File: src/rtl/seven_seg_scan_driver.sv
// seven_seg_scan_driver: time-multiplexed N-digit hex display driver with double buffering
module seven_seg_scan_driver #(
    parameter int DIGITS       = 4,
    parameter int SCAN_DIV     = 100000,
    parameter int GHOST_CYCLES = 1000
) (
    input  logic                  Clock,
    input  logic                  Reset,
    input  logic                  Enable,
    input  logic                  Load,
    input  logic [4*DIGITS-1:0]   Value,
    input  logic [DIGITS-1:0]     DpIn,
    input  logic [DIGITS-1:0]     BlankMask,
    input  logic                  LzSuppress,
    output logic [0:6]            Leds,
    output logic                  Dp,
    output logic [DIGITS-1:0]     Anodes
);
    localparam int PW = $clog2(SCAN_DIV);
    localparam int IW = DIGITS > 1 ? $clog2(DIGITS) : 1;

    logic [PW-1:0]       pre;
    logic [IW-1:0]       idx;
    logic [4*DIGITS-1:0] pend_val, act_val;
    logic [DIGITS-1:0]   pend_dp, act_dp, pend_blank, act_blank, lz;
    logic                slot_end, frame_end, dead, blank, all_zero;
    logic [3:0]          nib;
    logic [0:6]          seg;

    assign slot_end  = pre == PW'(SCAN_DIV - 1);
    assign frame_end = slot_end && idx == IW'(DIGITS - 1);
    assign dead      = int'(pre) < GHOST_CYCLES;
    assign nib       = act_val[{idx, 2'b00} +: 4];
    assign blank     = act_blank[idx] | (LzSuppress & lz[idx]);

    // Hex nibble to active-low a..g pattern
    always_comb begin
        case (nib)
            4'h0: seg = 7'b0000001;
            4'h1: seg = 7'b1001111;
            4'h2: seg = 7'b0010010;
            4'h3: seg = 7'b0000110;
            4'h4: seg = 7'b1001100;
            4'h5: seg = 7'b0100100;
            4'h6: seg = 7'b0100000;
            4'h7: seg = 7'b0001111;
            4'h8: seg = 7'b0000000;
            4'h9: seg = 7'b0000100;
            4'hA: seg = 7'b0001000;
            4'hB: seg = 7'b1100000;
            4'hC: seg = 7'b0110001;
            4'hD: seg = 7'b1000010;
            4'hE: seg = 7'b0110000;
            default: seg = 7'b0111000;
        endcase
    end

    // A digit is a leading zero when it and every digit to its left are zero; digit 0 never is
    always_comb begin
        lz = '0;
        all_zero = 1'b1;
        for (int i = DIGITS - 1; i > 0; i--) begin
            all_zero = all_zero & (act_val[4*i +: 4] == 4'h0);
            lz[i] = all_zero;
        end
    end

    // Pending buffer takes every Load; active only changes at frame end or while dark, so no tearing
    always_ff @(posedge Clock) begin
        if (Reset) begin
            pend_val   <= '0;
            pend_dp    <= '0;
            pend_blank <= '0;
            act_val    <= '0;
            act_dp     <= '0;
            act_blank  <= '0;
        end else begin
            if (Load) begin
                pend_val   <= Value;
                pend_dp    <= DpIn;
                pend_blank <= BlankMask;
            end
            if (!Enable || frame_end) begin
                act_val   <= Load ? Value : pend_val;
                act_dp    <= Load ? DpIn : pend_dp;
                act_blank <= Load ? BlankMask : pend_blank;
            end
        end
    end

    // Slot prescaler and digit index, parked at digit 0 slot start while disabled
    always_ff @(posedge Clock) begin
        if (Reset || !Enable) begin
            pre <= '0;
            idx <= '0;
        end else if (slot_end) begin
            pre <= '0;
            idx <= frame_end ? '0 : idx + 1'b1;
        end else begin
            pre <= pre + 1'b1;
        end
    end

    // Registered pins: dark while disabled or in dead time, masked/suppressed digits blank
    always_ff @(posedge Clock) begin
        if (Reset) begin
            Leds   <= '1;
            Dp     <= 1'b1;
            Anodes <= '1;
        end else begin
            Leds   <= (!Enable || dead || blank) ? '1 : seg;
            Dp     <= (!Enable || dead || act_blank[idx]) ? 1'b1 : ~act_dp[idx];
            Anodes <= (!Enable || dead) ? '1 : ~(DIGITS'(1) << idx);
        end
    end
endmodule

File: config.mk
export PLATFORM = sky130hd
export DESIGN_NAME = seven_seg_scan_driver
export DESIGN_NICKNAME = d
export VERILOG_FILES = /design/src/rtl/seven_seg_scan_driver.sv
export SDC_FILE = /design/constraint.sdc
export NUM_CORES = 1
export LEC_CHECK = 0
export ABC_AREA = 1
export ABC_CLOCK_PERIOD_IN_PS = 2400
export CAP_MARGIN = 20
export CORE_ASPECT_RATIO = 1.1
export CORE_MARGIN = 1
export CORE_UTILIZATION = 49
export DETAILED_ROUTE_END_ITERATION = 6
export HOLD_SLACK_MARGIN = 0.08
export PLACE_DENSITY = 0.79
export SYNTH_ARGS = -nofsm -noshare
export SYNTH_HDL_FRONTEND = slang
export SYNTH_SLANG_ARGS = --single-unit
File: constraint.sdc
create_clock -name Clock -period 2.4 [get_ports Clock]
set_clock_uncertainty 0.1 [all_clocks]
set_input_delay 0.24 -clock Clock [delete_from_list [all_inputs] [get_ports Clock]]
set_output_delay 0.24 -clock Clock [all_outputs]
set_load 0.05 [all_outputs]
After elaboration in Yosys (flattened, before gate mapping):

Memory sizes are Yosys's and may differ from the RTL's. A register that Yosys moved wholly into a read port is not among the register bits.
Index checks and enable logic that the tools add are counted.
W data, S select, Z words.

* multiplexer cells: 10
* shifts and indexed selects: 2
* order comparisons: 2
* add/subtract/negate cells: 2
* reductions and logical operators: 14
* bitwise operators: 6
* eq/ne operators: 2

Operator list (count)
* $add A17 B1 Y17 const B: 1
* $eq A17 B17 Y1 const B: 1
* $lt A17 B10 Y1 const B: 1
* $mux W16: 1
* $shiftx A16 B5 Y4: 1
* $logic_not A4 Y1: 3
* $mux W4: 2
* $reduce_or A2 Y1: 4
* $bmux W1 S2: 3
* $logic_or A1 B1 Y1: 5
* $not A4 Y4: 1
* $shl A1 B2 Y4 const A: 1
* $and A1 B1 Y1: 3
* $lt A2 B3 Y1 const B: 1
* $mux W1: 3
* $add A2 B1 Y2 const B: 1
* $eq A2 B2 Y1 const B: 1
* $mux W2: 1
* $logic_and A1 B1 Y1: 1
* $logic_not A1 Y1: 1
* $not A1 Y1: 1
* $or A1 B1 Y1: 1

* memory bits (read-only): 112
* word-level logic and storage cells: 49
* input bits: 29
* flip-flop bits (word level): 72
* memories kept: 1

Memory list
* (name not given): words 16, bits a word 7, rd ports 1, clocked after memory_dff 1, wr ports 0, RTL line 38 `case (nib)`

Depth between registers and ports, before layout:

Gate-level depths: netlist (run 1).

* depth in word-level cells: 9
* depth in mapped cells: 11
* depth with buffers taken out: 10

Worst setup path before layout (run 1):

Ideal clock, no wire load.

* kind: register to register
* start point: register idx[0]
* end point: register Leds[3] (netlist name)
* library setup time: 131 ps
* stages on the path, launching flop included: 12
* period minus slack after synthesis: 1743 ps
* arrival: 1512 ps
* setup slack: 657 ps
* required time: 2169 ps
* path through: dfxtp_1 buf_2 buf_4 nand2_1 nand3_1 nand2_1 inv_1 ha_1 nand2_1 o21ai_0 nand2_1 nand3_1

* word-level cells in the longest chain between the ends: 6
* elaborated cells on any way between the ends: 9
* those cells by class: shift: 1; mux: 4; bitwise: 2; reduce/logical: 2

Ends and longest elaborated chain
* start: declaration: RTL line 23 `logic [IW-1:0] idx;`
* start signal: assignment: RTL line 98 `idx <= frame_end ? '0 : idx + 1'b1;`
* $bmux W1 S2: RTL line 34 `assign blank = act_blank[idx] | (LzSuppress & lz[idx]);`
* $mux W1 (not written as such): RTL line 34
* $and A1 B1 Y1: RTL line 34
* $or A1 B1 Y1: RTL line 34
* $logic_or A1 B1 Y1: RTL line 111 `Leds <= (!Enable || dead || blank) ? '1 : seg;`
* $reduce_or A2 Y1 (no source line)
* end: declaration: RTL line 15 `output logic [0:6] Leds,`

Parallel ways exist; a longest one is shown, timed or not. The select of a mux whose other input is x is not followed.
A chain may end at the register's enable or synchronous reset.

Worst setup path after layout (run 1):

* start point: register idx[1]
* end point: register Leds[0] (netlist name)

Same word-level chain as after synthesis.

==> results of run 1 <==
-- cells by family after synthesis --
family                   count (synthesis)
AO/OA/AOI/OAI                           81
adder cells (fa/ha/maj)                 11
flip-flops                              79
XOR/XNOR                                 6
buffers and inverters                  122
AND/OR/NAND/NOR                        268
-- final cells by class --
| type | instances | area share (%) |
|---|---|---|
| multi-input combinational | 366 | 39.51 |
| sequential | 79 | 34.75 |
| timing repair buffer | 46 | 9.953 |
| inverter | 97 | 8.001 |
| clock buffer | 11 | 3.107 |
| tap | 105 | 2.887 |
| clock inverter | 5 | 1.787 |
-- worst max path at each step --
stage,start,cells past startpoint,slack (ns),to
after floorplan,idx[0],11,0.66,Leds[3]
after global placement,idx[1],9,0.58,Leds[0]
after global routing,idx[1],9,0.24,Leds[3]
after detailed placement,idx[1],9,0.49,Leds[0]
after CTS,idx[1],9,0.47,Leds[0]
final,idx[1],9,0.43,Leds[0]
-- stage by stage --
step	power [mW]	setup WS, ns	hold WS, ns
after floorplan	1.633	0.6569	0.3175
after global placement	1.715	0.5813	0.3261
after detailed placement	1.725	0.4940	0.3418
after CTS	2.821	0.4659	0.1744
after global routing	2.924	0.2356	0.2018
final	2.797	0.4289	0.1915
-- power groups by stage --
stage | clock network [mW] | logic [mW] | registers, mW
CTS | 1.12 | 0.309 | 1.39
detailed placement | 0 | 0.304 | 1.42
finish | 1.10 | 0.307 | 1.39
global placement | 0 | 0.297 | 1.42
global route | 1.17 | 0.354 | 1.40
floorplan | 0 | 0.219 | 1.41
-- state kept, by name (all words and copies together) (netlist names) --
signal and cells:
pre 17, act_val 16, pend_val 16, Leds 7, Anodes 4, act_blank 4
act_dp 4, pend_blank 4, pend_dp 4, idx 2, Dp 1
-- per-layer routing --
layer / GRT usage, % / vias to the layer above / routed length, um
met5: 0 / - / 0
met4: 10.56 / 0 / 193
met3: 4.416 / 18 / 330
li1: - / 1818 / -
met1: 24.56 / 1532 / 3626
met2: 34.33 / 93 / 3627
-- worst reg2reg max path, stage by stage (launching register included) --
cell	delay (ns)
dfxtp_1	0.57
inv_2	0.16
nand3_1	0.13
nand2_1	0.17
inv_1	0.15
ha_1	0.24
inv_1	0.07
o21ai_0	0.18
nand2_1	0.07
nand3_1	0.07
-- cells in the mapped netlist, drive strengths merged --
library cell	number	area share, %
o21ai	38	4.9
o211a	1	0.26
nand2	121	12
inv	96	9.3
nand3	54	7.1
ha	11	3.6
xor2	5	1.1
dfxtp	79	41
o21a	1	0.19
clkbuf	10	0.97
nand4	7	1.1
a21oi	39	7.0
buf	15	2.4
nor3	5	0.65
xnor2	1	0.23
o211ai	2	0.39
or2	2	0.32
clkinv	1	0.097
nor2	79	7.8
==> reports/results.tsv, run 1 <==
metric	value	unit
status	complete, no violations	
drt initial violations	163	
DP HPWL	5365	um
Die ar.	8266	um^2
R2R Path Start	idx[1]	
WP data arrival	2.17	ns
FP Rows	33	
proportion of layout cells with a drive suffix above 1	8.278	%
Clk pwr share	39.3	%
multiplexer area fraction after synthesis	0	%
root buffer cell	clkbuf_8	
filler instances	705	
drt first pass iters	4	
Synth Area in Compound Gates	12.73	%
Synth Instances	567	
Avg Inst Size Synth	6.832	um^2
largest family of logic cells by synthesized area	simple AND/OR/NAND/NOR gates	
num ports	41	
Worst Path Max Fanout	11	
kind of critical path	reg -> reg	
via count	3461	
max_slew headroom	53.13	%
final core utilization	60.23	%
switching power	0.6849	mW
vias in the first global route	3142	
clock buffer depth	2	
CTS resizes	0	
hold_buf cts	0	
DRC	0	
sequential-to-total area share from yosys stat	40.83	%
ANT cells	0	
most frequent cells in the layout	120 x nand2_1, 92 x inv_1, 79 x dfxtp_1	
MaxCap Viol Count	0	
Worst VDD drop	342.2	uV
hold path depth	5	
Cell Count, Final, Fillers Out	709	
GRT Resource Usage Total	20.42	%
total CTS buffers	9	
Leakage	2.067	nW
FF/Latch Area	1582	um^2
postcts setup bufs	0	
CP bufs+invs	3	
min-delay src	Enable	
Syn Nets	607	
hold endpoint	idx[1]	
synthesized flop and latch total	79	
CP max stage delay	0.57	ns
IO Port Bufs	40	
CP cell instances	inv_2, nand3_1, nand2_1, inv_1, ha_1, inv_1, o21ai_0, nand2_1, nand3_1	
simple-gate portion of the synthesized area	28.78	%
commonest non-fill, non-tap cell in the layout	nand2_1	
vias per cell	4.882	
Wirelength per Cell	10.97	um
Core Area	7556	um^2
initial core utilization	51.27	%
area of the mapped netlist	3874	um^2
chip height	95.26	um
Power Internal	2.112	mW
first-pass GRT wire length	13330	um
XOR/XNOR Fraction of Synth Area	1.357	%
Antenna Nets Post-Route	0	
adder-cell share of the synthesized area	3.553	%
Synth-to-Final Area Change	17.47	%
PwrDens	614.6	nW/um^2
initial antenna violation count	0	
worst reg2reg endpoint	Leds[0]	
Final Cycle Share	82.13	%
critical path's slowest cell	dfxtp_1	
Setup TNS	0	ns
Worst R2R Setup Slack	0.43	ns
# setup viols final	0	
multi-input combinational cell area	1798	um^2
Placed Cells incl. Taps	693	
CTS sink cnt	79	
Comb pwr share	11.0	%
worst-skew pair later-pin latency	0.35	ns
Final Hold Violating Endpoints	0	
Total Wirelength	7778	um
min cycle time layout	1.971	ns
Crit path max-delay family	flip-flops	
CP startpoint kind	register	
highest clock rate	507.3	MHz
Final #Nets	639	
Netlist cell types	28	
Finished Cell Area	4551	um^2
pin count of the biggest net entering global routing	50	
Die X	86.78	um
Slew Limit Fails	0	
sw frac	24.49	%
Clock transition at path regs	0.08	ns
Placed Area	4328	um^2
gpl congestion	0.9185	
CTS tree	done	
Reg power frac	49.7	%
H-tree Lvls	3	
grt total ovfl	0	
Worst-Margin Slew	0.7023	ns
RSZ-0062 raised after global routing	no	
Synth Warn #	0	
reg2reg path depth	9	
crit end category	register	
Worst EP required	2.59	ns
hold crit path type	in -> reg	
Power figures use the tool's default switching activity.
==> run 2, diff against run 1 <==
Settings changed: ABC_CLOCK_PERIOD_IN_PS 2400 to 1740, PLACE_DENSITY 0.79 to 0.81.
Clock period 2.4 ns to 1.74 ns, I/O delays scaled along.
==> reports/results.tsv, run 2 (synthesis gave the netlist of run 1 again) <==
metric	value	unit	change
PwrDens	846.6	nW/um^2	+38%
Antenna Nets Post-Route	0		unchanged
worst hold slack	0.2329	ns	+0.04134 ns
drt first pass iters	5		+1
Worst-Margin Slew	0.7243	ns	+0.02192 ns
multi-input combinational cell area	1813	um^2	+0.84%
kind of critical path	reg -> reg		
Worst Path Max Fanout	18		+7
hold_buf cts	0		unchanged
Setup TNS	0	ns	unchanged
Total Wirelength	8278	um	+6.4%
DRC	0		unchanged
Placed Area	4441	um^2	+2.6%
H-tree Lvls	3		unchanged
ANT cells	0		unchanged
root buffer cell	clkbuf_8		
# setup viols final	0		unchanged
pin count of the biggest net entering global routing	50		unchanged
Power, Total	3.997	mW	+43%
Worst VDD drop	445.3	uV	+30%
Finished Cell Area	4721	um^2	+3.7%
grt total ovfl	0		unchanged
RSZ-0062 raised after global routing	yes		
initial antenna violation count	0		unchanged
Core Area	7556	um^2	unchanged
Synth-to-Final Area Change	21.87	%	
status	complete, no violations		
max_slew headroom	51.66	%	-1.5 points
total CTS buffers	9		unchanged
FP Rows	33		unchanged
CP startpoint kind	register		
hold crit path type	in -> reg		
drt initial violations	139		-15%
register with the most flip-flops	pre		
Final Hold Violating Endpoints	0		unchanged
GRT Resource Usage Total	20.94	%	+0.52 points
crit end category	register		
clock buffer depth	2		unchanged
DP HPWL	5559	um	+3.6%
min cycle time layout	1.643	ns	-0.3282 ns
vias in the first global route	3145		+0.095%
vias per cell	4.843		-0.78%
biggest regs	pre: 17 flops, act_val: 16 flops, pend_val: 16 flops		
highest clock rate	608.7	MHz	+20%
max reg flops	17		unchanged
WP data arrival	1.83	ns	-0.34 ns
Placed Cells incl. Taps	705		+1.7%
via count	3497		+1.0%
Final #Nets	653		+2.2%
Worst EP required	1.92	ns	-0.67 ns
Die ar.	8266	um^2	unchanged
most frequent cells in the layout	118 x nand2_1, 91 x inv_1, 76 x dfxtp_1, 76 x nor2_1, 53 x nand3_1		
Final Cycle Share	94.42	%	+12 points
commonest non-fill, non-tap cell in the layout	nand2_1		
first-pass GRT wire length	13730	um	+3.0%
Cell Count, Final, Fillers Out	722		+1.8%
CTS sink cnt	79		unchanged
Leakage	2.132	nW	+3.1%
num ports	41		unchanged
Slew Limit Fails	0		unchanged
MaxCap Viol Count	0		unchanged
worst-skew pair later-pin latency	0.35	ns	about the same
CTS tree	done		
IO Port Bufs	40		unchanged
gpl congestion	0.9508		+3.5%
Wirelength per Cell	11.47	um	+4.5%
filler instances	680		-3.5%
initial core utilization	51.27	%	unchanged
chip height	95.26	um	unchanged
Die X	86.78	um	unchanged
FF/Latch Area	1588	um^2	+0.40%
proportion of layout cells with a drive suffix above 1	11.99	%	+3.7 points
Clock transition at path regs	0.08	ns	about the same
-- run 2: worst paths after layout --
path / end / cells past startpoint / slack (ns) / start
max: act_val[1] / 9 / 0.1 / pre[0]
min: idx[1] / 6 / 0.23 / Enable
max reg2reg: act_val[1] / 9 / 0.1 / pre[0]
min reg2reg: pre[0] / 1 / 0.33 / pre[0]
-- run 2: area by class of cell --
type,count,share of cell area (%)
Clock inverter,6,2.332
Inverter,97,7.713
Clock buffer,9,2.624
Sequential cell,79,33.63
Multi-Input combinational cell,366,38.40
Tap cell,105,2.783
Timing Repair Buffer,60,12.51
-- run 2: per-stage QoR --
step | utilization [%] | setup slack (ns)
floorplan | - | 0.001136
global placement | 58.77 | 0.03661
detailed placement | 58.77 | -0.09501
CTS | 61.73 | 0.002211
global route | 62.48 | -0.02988
finish | 62.48 | 0.09709
-- run 2: critical path: stages (launching register included) --
cell and delay, ns:
dfxtp_2 0.35, ha_2 0.19, nand3_2 0.09, nor2_2 0.11
nand4_1 0.11, buf_4 0.18, buf_6 0.17, nand3_1 0.07
nand2_1 0.07, nor2_1 0.13
-- run 2: power breakdown --
group | switching (mW) | internal [mW] | total (mW)
Clock | 0.691 | 0.942 | 1.63
Combinational | 0.255 | 0.191 | 0.446
Sequential | 0.0312 | 1.89 | 1.92
Total | 0.976 | 3.02 | 4.00
-- run 2: timing repair --
item / 4_1_cts / 5_1_grt
endpoints found under the setup margin: 17 / 48
buffers inserted: 0 / 1
cloned: 0 / 1
resized for setup: 10 / 11
pin swaps: 0 / 2
-- run 2: layer usage --
metal	track usage, %	part of all wire, %
met1	26.21	46
met5	0	0
met4	8.056	1.6
met2	35.05	48
met3	4.762	3.9
